File: config.mk
export PLATFORM = sky130hd
export DESIGN_NAME = servant_uart_rx
export DESIGN_NICKNAME = d
export VERILOG_FILES = /design/src/rtl/servant_uart_pkg.sv /design/src/rtl/servant_uart_rx_fifo.sv /design/src/rtl/servant_uart_rx.sv
export SDC_FILE = /design/constraint.sdc
export NUM_CORES = 1
export LEC_CHECK = 0
export ABC_CLOCK_PERIOD_IN_PS = 3700
export CORE_MARGIN = 1.5
export CORE_UTILIZATION = 55
export DETAILED_ROUTE_END_ITERATION = 12
export PLACE_DENSITY = 0.72
export RECOVER_POWER = 50
export SLEW_MARGIN = 5
export SYNTH_ARGS = -nofsm -noshare
export SYNTH_HDL_FRONTEND = slang
export SYNTH_SLANG_ARGS = --single-unit
File: constraint.sdc
create_clock -name wb_clk -period 3.7 [get_ports wb_clk]
set_input_delay 0.74 -clock wb_clk [delete_from_list [all_inputs] [get_ports wb_clk]]
set_output_delay 0.74 -clock wb_clk [all_outputs]
set_load 0.02 [all_outputs]
File: src/rtl/servant_uart_pkg.sv
// Shared types and helpers for the servant UART receiver.
// The optional output FIFO is selected with SERVANT_UART_RX_FIFO_EN.
package servant_uart_pkg;

    localparam int DATA_BITS = 8;

    typedef enum logic [2:0] {
        IDLE  = 3'd0,
        START = 3'd1,
        DATA  = 3'd2,
        STOP  = 3'd3,
        BRK   = 3'd4
    } state_t;

    function automatic int calc_div(input int clk_freq_hz, input int baud_rate);
        return clk_freq_hz / baud_rate;
    endfunction

endpackage

File: src/rtl/servant_uart_rx_fifo.sv
// Synchronous byte FIFO; a pop in the same cycle lets a push into a full FIFO.
// Only instantiated when SERVANT_UART_RX_FIFO_EN is defined.
module servant_uart_rx_fifo
    import servant_uart_pkg::*;
#(
    parameter int aw = 3
) (
    input  logic                 clk,
    input  logic                 rst_n,
    input  logic                 push,
    input  logic                 pop,
    input  logic [DATA_BITS-1:0] wdata,
    output logic [DATA_BITS-1:0] rdata,
    output logic                 full,
    output logic                 empty
);

    logic [DATA_BITS-1:0] mem [2**aw];
    logic [aw-1:0]        wr_ptr;
    logic [aw-1:0]        rd_ptr;
    logic [aw:0]          count;
    logic                 do_push;
    logic                 do_pop;

    // count never exceeds depth, so its MSB alone marks full
    assign full    = count[aw];
    assign empty   = (count == '0);
    assign do_pop  = pop & ~empty;
    assign do_push = push & (~full | do_pop);
    assign rdata   = mem[rd_ptr];

    always_ff @(posedge clk) begin
        if (do_push) begin
            mem[wr_ptr] <= wdata;
        end
    end

    always_ff @(posedge clk or negedge rst_n) begin
        if (!rst_n) begin
            wr_ptr <= '0;
            rd_ptr <= '0;
            count  <= '0;
        end else begin
            if (do_push) begin
                wr_ptr <= wr_ptr + 1'b1;
            end
            if (do_pop) begin
                rd_ptr <= rd_ptr + 1'b1;
            end
            case ({do_push, do_pop})
                2'b10:   count <= count + 1'b1;
                2'b01:   count <= count - 1'b1;
                default: count <= count;
            endcase
        end
    end

endmodule

File: src/rtl/servant_uart_rx.sv
// 8N1 UART receiver with a valid/ready byte output and error pulses.
// Define SERVANT_UART_RX_FIFO_EN for a 2**fifo_aw FIFO, else a single holding register.
module servant_uart_rx
    import servant_uart_pkg::*;
#(
    parameter int clk_freq_hz = 32000000,
    parameter int baud_rate   = 172800,
    parameter int fifo_aw     = 3
) (
    input  logic                 wb_clk,
    input  logic                 wb_rst_n,
    input  logic                 i_rx,
    output logic [DATA_BITS-1:0] o_rdt,
    output logic                 o_vld,
    input  logic                 i_rdy,
    output logic                 o_frame_err,
    output logic                 o_overrun,
    output logic                 o_busy
);

    localparam int          DIV     = calc_div(clk_freq_hz, baud_rate);
    localparam int          HALF    = DIV / 2;
    localparam logic [15:0] DIV_LD  = 16'(DIV - 1);
    localparam logic [15:0] HALF_LD = 16'(HALF - 1);

    generate
        if (DIV < 4 || fifo_aw < 1) begin : g_param_check
            $error("servant_uart_rx: DIV must be >= 4 and fifo_aw >= 1");
        end
    endgenerate

    logic                 rx_p0;
    logic                 rx_p1;
    state_t               state;
    logic [15:0]          cnt;
    logic [2:0]           bit_idx;
    logic [DATA_BITS-1:0] shreg;
    logic                 push_p0;

    // Stage 0: two-flop synchronizer, reset to the idle line level
    always_ff @(posedge wb_clk or negedge wb_rst_n) begin
        if (!wb_rst_n) begin
            rx_p0 <= 1'b1;
            rx_p1 <= 1'b1;
        end else begin
            rx_p0 <= i_rx;
            rx_p1 <= rx_p0;
        end
    end

    // Stage 1: frame FSM; push_p0 and o_frame_err are registered at the stop sample
    always_ff @(posedge wb_clk or negedge wb_rst_n) begin
        if (!wb_rst_n) begin
            state       <= IDLE;
            cnt         <= '0;
            bit_idx     <= '0;
            shreg       <= '0;
            push_p0     <= 1'b0;
            o_frame_err <= 1'b0;
        end else begin
            push_p0     <= 1'b0;
            o_frame_err <= 1'b0;
            case (state)
                IDLE: begin
                    if (!rx_p1) begin
                        state <= START;
                        cnt   <= HALF_LD;
                    end
                end
                START: begin
                    if (cnt != '0) begin
                        cnt <= cnt - 1'b1;
                    end else if (rx_p1) begin
                        state <= IDLE;
                        cnt   <= '0;
                    end else begin
                        state   <= DATA;
                        cnt     <= DIV_LD;
                        bit_idx <= '0;
                    end
                end
                DATA: begin
                    if (cnt != '0) begin
                        cnt <= cnt - 1'b1;
                    end else begin
                        shreg   <= {rx_p1, shreg[DATA_BITS-1:1]};
                        cnt     <= DIV_LD;
                        bit_idx <= bit_idx + 1'b1;
                        if (bit_idx == 3'(DATA_BITS - 1)) begin
                            state <= STOP;
                        end
                    end
                end
                STOP: begin
                    if (cnt != '0) begin
                        cnt <= cnt - 1'b1;
                    end else if (rx_p1) begin
                        push_p0 <= 1'b1;
                        state   <= IDLE;
                        cnt     <= '0;
                    end else begin
                        o_frame_err <= 1'b1;
                        state       <= BRK;
                        cnt         <= '0;
                    end
                end
                BRK: begin
                    // a held-low line must go high before another frame can start
                    if (rx_p1) begin
                        state <= IDLE;
                    end
                end
                default: begin
                    state <= IDLE;
                    cnt   <= '0;
                end
            endcase
        end
    end

    assign o_busy = (state != IDLE);

    // Stage 2: output buffering
`ifdef SERVANT_UART_RX_FIFO_EN
    logic [DATA_BITS-1:0] fifo_rdata;
    logic                 fifo_full;
    logic                 fifo_empty;
    logic                 pop;
    logic [DATA_BITS-1:0] last_rdt;

    assign pop   = o_vld & i_rdy;
    assign o_vld = ~fifo_empty;
    assign o_rdt = fifo_empty ? last_rdt : fifo_rdata;

    servant_uart_rx_fifo #(
        .aw (fifo_aw)
    ) u_fifo (
        .clk   (wb_clk),
        .rst_n (wb_rst_n),
        .push  (push_p0),
        .pop   (pop),
        .wdata (shreg),
        .rdata (fifo_rdata),
        .full  (fifo_full),
        .empty (fifo_empty)
    );

    always_ff @(posedge wb_clk or negedge wb_rst_n) begin
        if (!wb_rst_n) begin
            last_rdt  <= '0;
            o_overrun <= 1'b0;
        end else begin
            o_overrun <= push_p0 & fifo_full & ~pop;
            if (pop) begin
                last_rdt <= fifo_rdata;
            end
        end
    end
`else
    always_ff @(posedge wb_clk or negedge wb_rst_n) begin
        if (!wb_rst_n) begin
            o_rdt     <= '0;
            o_vld     <= 1'b0;
            o_overrun <= 1'b0;
        end else begin
            o_overrun <= 1'b0;
            if (push_p0) begin
                if (o_vld && !i_rdy) begin
                    o_overrun <= 1'b1;
                end else begin
                    o_rdt <= shreg;
                    o_vld <= 1'b1;
                end
            end else if (o_vld && i_rdy) begin
                o_vld <= 1'b0;
            end
        end
    end
`endif

endmodule
==> results of run 1 <==
worst max path at each step:
| stage | startpoint | end | slack (ps) |
|---|---|---|---|
| floorplan | cnt[0] | shreg[0] | 1280 |
| global placement | cnt[0] | shreg[0] | 960 |
| detailed placement | cnt[0] | shreg[6] | 880 |
| CTS | cnt[0] | shreg[6] | 870 |
| global route | cnt[0] | shreg[6] | 730 |
| finish | cnt[0] | shreg[6] | 840 |
Yosys cell counts, types with 3 or more instances:
master and number:
dfrtp_1 42, a21oi_1 4, xor2_1 5, o21ai_0 7
mux2_4 3, or2_2 3, inv_1 4, nand3_1 3
xnor2_1 3, mux2_2 14, buf_6 3, nor2_1 23
nand2_1 12, or4_1 3, ha_1 3
cell families after synthesis:
logic type / count (synthesis) / synth area share [%]
AOI/OAI and AO/OA: 29 / 10.09
xor gates and xnor gates: 8 / 3.446
adders and majority gates: 3 / 1.846
buffers and inverters: 9 / 2.769
DFF: 44 / 54.28
muxes: 18 / 10.46
and+or+nand+nor: 63 / 17.11
state kept, by name, summed over array words and instances (netlist names), 3 cells and up:
signal and cells:
shreg 8, cnt 16, o_rdt 8, bit_idx 3, state 3
final cells by class:
| class | instances | area, um^2 | share of cell area (%) |
|---|---|---|---|
| sequential | 44 | 1104 | 47.96 |
| inverter | 4 | 15.01 | 0.6525 |
| timing repair buffer | 15 | 143.9 | 6.253 |
| multi-input combinational | 121 | 873.3 | 37.96 |
| tap | 46 | 57.56 | 2.501 |
| clock inverter | 2 | 35.03 | 1.523 |
| clock buffer | 6 | 72.57 | 3.154 |
worst max-delay path: stages, from the launching register on:
cell	delay, ps
dfrtp_1	420
inv_1	70
ha_1	170
or3b_2	520
nor4_4	380
and2_1	450
and3_1	410
mux2_4	330
stage by stage:
step	hold WS (ps)	utilization (%)	total power [mW]	instances	worst slack, ps
2_1_floorplan	345.2	-	0.4949	174	1278
3_3_place_gp	345.5	63.76	0.5070	230	964.8
3_5_place_dp	348.8	63.76	0.5075	230	879.4
4_1_cts	360.1	66.88	0.8571	238	874.4
5_1_grt	367.2	66.85	0.8811	238	728.8
6_report	360.1	66.85	0.8459	238	844.4
routing by layer:
| layer | global-route usage, % | wire (um) |
|---|---|---|
| met5 | 0 | 0 |
| met4 | 3.261 | 17 |
| met3 | 6.866 | 125 |
| met2 | 31.51 | 1700 |
| met1 | 27.00 | 1736 |
power by group:
group	leakage (nW)	internal [mW]	switching, mW
registers	0.583	0.483	0.00139
logic	0.417	0.00233	0.0105
clock network	0.0552	0.200	0.149
==> results.json, run 1 <==
{
  "vias": 1374,
  "rsz0062_at_grt": "false",
  "grt_usage_pct": 19.89,
  "synth_flop_cell": "dfrtp_1",
  "drtAntennaViolNets": 0,
  "placementRows": 21,
  "irDropWorstVdd_mv": 0.2416,
  "critical_path_class": "flip-flop to flip-flop",
  "cp.arrival_ps": 3030,
  "cts_setup_buffers": 0,
  "antenna_found_initial": 0,
  "crit_required_ps": 3880,
  "drt_first_pass_iters": 4,
  "hold_path_depth": 0,
  "fin_area_um2": 2301,
  "cts_sinks": 44,
  "syn_area_um2": 2033,
  "viasPerCell": 5.773,
  "startpoint_type": "flip-flop",
  "violations": "capacitance limit, slew limit",
  "area_growth_pct": 13.17,
  "grt_pass1_vias": 1324,
  "r2r_start": "cnt[0]",
  "clockBufferDepth": 2,
  "grt_max_degree": 45,
  "power.leakage_nw": 1.055,
  "drv_cap": 1,
  "r2r_slack_ps": 840,
  "cts_hold_buf": 0,
  "hold_class": "flip-flop to flip-flop",
  "min_to": "rx_p1",
  "nNetsFinal": 198,
  "fin_crit_sh_pct": 77.18,
  "synth_edf_count": 0,
  "drive_above_1_share_pct": 19.79,
  "status": "finished, violations left",
  "path_max_fanout": 10,
  "hold_viol_final": 0,
  "fin_crit_ps": 2856,
  "r2r_cells": 7,
  "clock-skew-final_ps": 1.742,
  "core-area_um2": 3442,
  "dieWidth_um": 63.80,
  "syn-instance-count": 174,
  "crit_path_end_kind": "flip-flop",
  "wirelength_mm": 3.579,
  "worst_pin_slew_ps": 2220,
  "layout_common_cells": "dfrtp_1 (42), nor2_1 (23), mux2_2 (14)",
  "fill_cells": 293,
  "synth.largest_area_cell": "dfrtp_1",
  "r2r_end": "shreg[6]",
  "async_flop_share_pct": 100.0,
  "post_synth_num_cell_types": 49,
  "path_clk_slew_ps": 80,
  "synth_area_leaders": "dfrtp_1 (52%), mux2_2 (7.8%), nor2_1 (4.2%)",
  "grt.overflow.total": 0,
  "setup_viol": 0,
  "cts_made_buffers": 5,
  "seq_area_frac_synth_pct": 54.28,
  "max_clock_freq_mhz": 350.2,
  "postSynthAreaPerCell_um2": 11.69,
  "io_pins": 16,
  "port_buffers": 15,
  "clock-root-buffer": "clkbuf_8",
  "syn_nets": 181,
  "antenna_cells": 0,
  "cts_tree": "yes",
  "drv_slew": 45,
  "relSlewSlack_pct": -47.99,
  "chipHeight_um": 63.80,
  "dp_hpwl_mm": 2.573,
  "gp_congestion": 0.8695,
  "yosysTopAreaCellShare_pct": 51.69,
  "final_common_cell": "dfrtp_1",
  "timing.setup.tns_ps": 0,
  "drt_iter0_drc": 109,
  "powerDensity_nw_per_um2": 367.6,
  "placed_area_um2": 2195,
  "ys_ff_latch": 44,
  "fp.dieArea_um2": 4070,
  "cts_resized": 0,
  "htree_levels": 2,
  "hp-start": "rx_p0",
  "drc_errors": 0,
  "ys_warn_count": 0,
  "wl_per_cell_um": 15.04,
  "grt_pass1_wl_mm": 6.279,
  "initial_core_util_pct": 59.07,
  "clk_latency_ps": 290
}
Note: power is estimated with default switching activity, not from simulation.
==> run 2, diff against run 1 <==
--- a/config.mk
+++ b/config.mk
@@ -5,7 +5,7 @@
 export SDC_FILE = /design/constraint.sdc
 export NUM_CORES = 1
 export LEC_CHECK = 0
-export ABC_CLOCK_PERIOD_IN_PS = 3700
+export ABC_CLOCK_PERIOD_IN_PS = 2900
 export CORE_MARGIN = 1.5
 export CORE_UTILIZATION = 55
 export DETAILED_ROUTE_END_ITERATION = 12
==> constraint.sdc (replaced) <==
create_clock -name wb_clk -period 2.9 [get_ports wb_clk]
set_input_delay 0.58 -clock wb_clk [delete_from_list [all_inputs] [get_ports wb_clk]]
set_output_delay 0.58 -clock wb_clk [all_outputs]
set_load 0.02 [all_outputs]
==> results.json, run 2 (synthesized netlist as in run 1, its figures left out) <==
{
  "cts_setup_buffers": 0,
  "cts_hold_buf": 0,
  "cts_sinks": 44,
  "grt_pass1_vias": 1262,
  "violations": "capacitance limit, slew limit",
  "largest-register": "cnt",
  "setup_viol": 0,
  "core-area_um2": 3442,
  "largest_registers": "cnt x16, o_rdt x8, shreg x8",
  "slowest_delay_ps": 540,
  "clk_latency_ps": 290,
  "port_buffers": 15,
  "drv_cap": 1,
  "drt_first_pass_iters": 4,
  "fin_area_um2": 2301,
  "fp.dieArea_um2": 4070,
  "hold_viol_final": 0,
  "path_clk_slew_ps": 80,
  "antenna_found_initial": 0,
  "path_max_fanout": 14,
  "powerDensity_nw_per_um2": 433.9,
  "largest_reg_flops": 16,
  "hold_class": "flip-flop to flip-flop",
  "power.leakage_nw": 1.057,
  "wl_per_cell_um": 14.26,
  "cts_made_buffers": 5,
  "fin_crit_ps": 2366,
  "drt_iter0_drc": 86,
  "area_growth_pct": 13.17,
  "setup_slack_ps": 534.4,
  "layout_common_cells": "dfrtp_1 (42), nor2_1 (23), mux2_2 (14)",
  "chipHeight_um": 63.80,
  "io_pins": 16,
  "seqCellArea_um2": 1104,
  "irDropWorstVdd_mv": 0.3533,
  "htree_levels": 2,
  "cts_tree": "yes",
  "crit_path_end_kind": "output port",
  "pre_cts_slack_ps": 549.0,
  "critical_path_class": "flip-flop to output port",
  "multiInputGateArea_um2": 873.3,
  "rsz0062_at_grt": "false",
  "drtAntennaViolNets": 0,
  "placementRows": 21,
  "max_clock_freq_mhz": 422.7,
  "dp_hpwl_mm": 2.460,
  "drc_errors": 0,
  "cp_cell_sequence": "or3_1 -> clkdlybuf4s50_1",
  "startpoint_type": "flip-flop",
  "grt_pass1_wl_mm": 6.141,
  "antenna_cells": 0,
  "timing.setup.tns_ps": 0,
  "wirelength_mm": 3.437,
  "status": "finished, violations left",
  "worst_pin_slew_ps": 2216,
  "relSlewSlack_pct": -47.71,
  "viasPerCell": 5.552,
  "fill_cells": 270,
  "final_common_cell": "dfrtp_1",
  "gp_congestion": 0.8465,
  "initial_core_util_pct": 59.07,
  "drive_above_1_share_pct": 21.03,
  "fin_crit_sh_pct": 81.57,
  "placed_area_um2": 2217,
  "crit_path_top_delay_cell": "dfrtp_1",
  "dieWidth_um": 63.80,
  "clock-skew-final_ps": 5.811,
  "clockBufferDepth": 2,
  "clock-root-buffer": "clkbuf_8",
  "drv_slew": 45,
  "vias": 1338,
  "nNetsFinal": 201,
  "grt_max_degree": 45,
  "grt.overflow.total": 0,
  "cp.arrival_ps": 1790,
  "cts_resized": 0,
  "crit_required_ps": 2320,
  "grt_usage_pct": 19.83,
  "finish.utilization_pct": 66.85,
  "power_uw": 998.4
}
## run 2: cell count changes in the layout (fill, tap and decap cells not counted), sizes merged
cell,change
buf,+3
bufinv,-1
clkinvlp,+1
## run 2: critical path: cells and delay by family, from the launching register on
kind	cells	cell delay [ps]
DFF	1	540
buffers and inverters	1	540
and+or+nand+nor	1	420
## run 2: worst paths after layout
path	cells past startpoint	slack (ps)	endpoint	start
setup / recovery	2	530	o_busy	state[2]
min in group asynchronous	1	940	cnt[3]	wb_rst_n
max in group asynchronous	1	700	cnt[9]	wb_rst_n
hold / removal	0	360	rx_p1	rx_p0
hold reg to reg	0	360	rx_p1	rx_p0
setup reg to reg	7	560	shreg[0]	cnt[0]
## run 2: cell type report
type	count	area share (%)
Multi-Input combinational cell	121	37.96
Inverter	4	0.6525
Clock buffer	6	3.154
Clock inverter	2	0.5438
Sequential cell	44	47.96
Timing Repair Buffer	18	7.232
Tap cell	46	2.501
## run 2: layer usage
metal | global-route usage, % | up-vias | wire length (um)
met3 | 6.338 | 2 | 138
li1 | - | 661 | -
met1 | 28.96 | 647 | 1803
met4 | 6.522 | 0 | 29
met2 | 27.99 | 28 | 1465
met5 | 0 | - | 0
## run 2: metrics by stage
stage | hold WS, ps | cells
4_1_cts | 359.5 | 241
2_1_floorplan | 284.4 | 174
6_report | 359.3 | 241
5_1_grt | 365.5 | 241
3_3_place_gp | 345.2 | 233
3_5_place_dp | 347.8 | 233
## run 2: report_power, final
group          internal, mW  switching (mW)
logic               0.00298          0.0135
clock network         0.168           0.196
registers             0.616         0.00173
total                 0.787           0.212
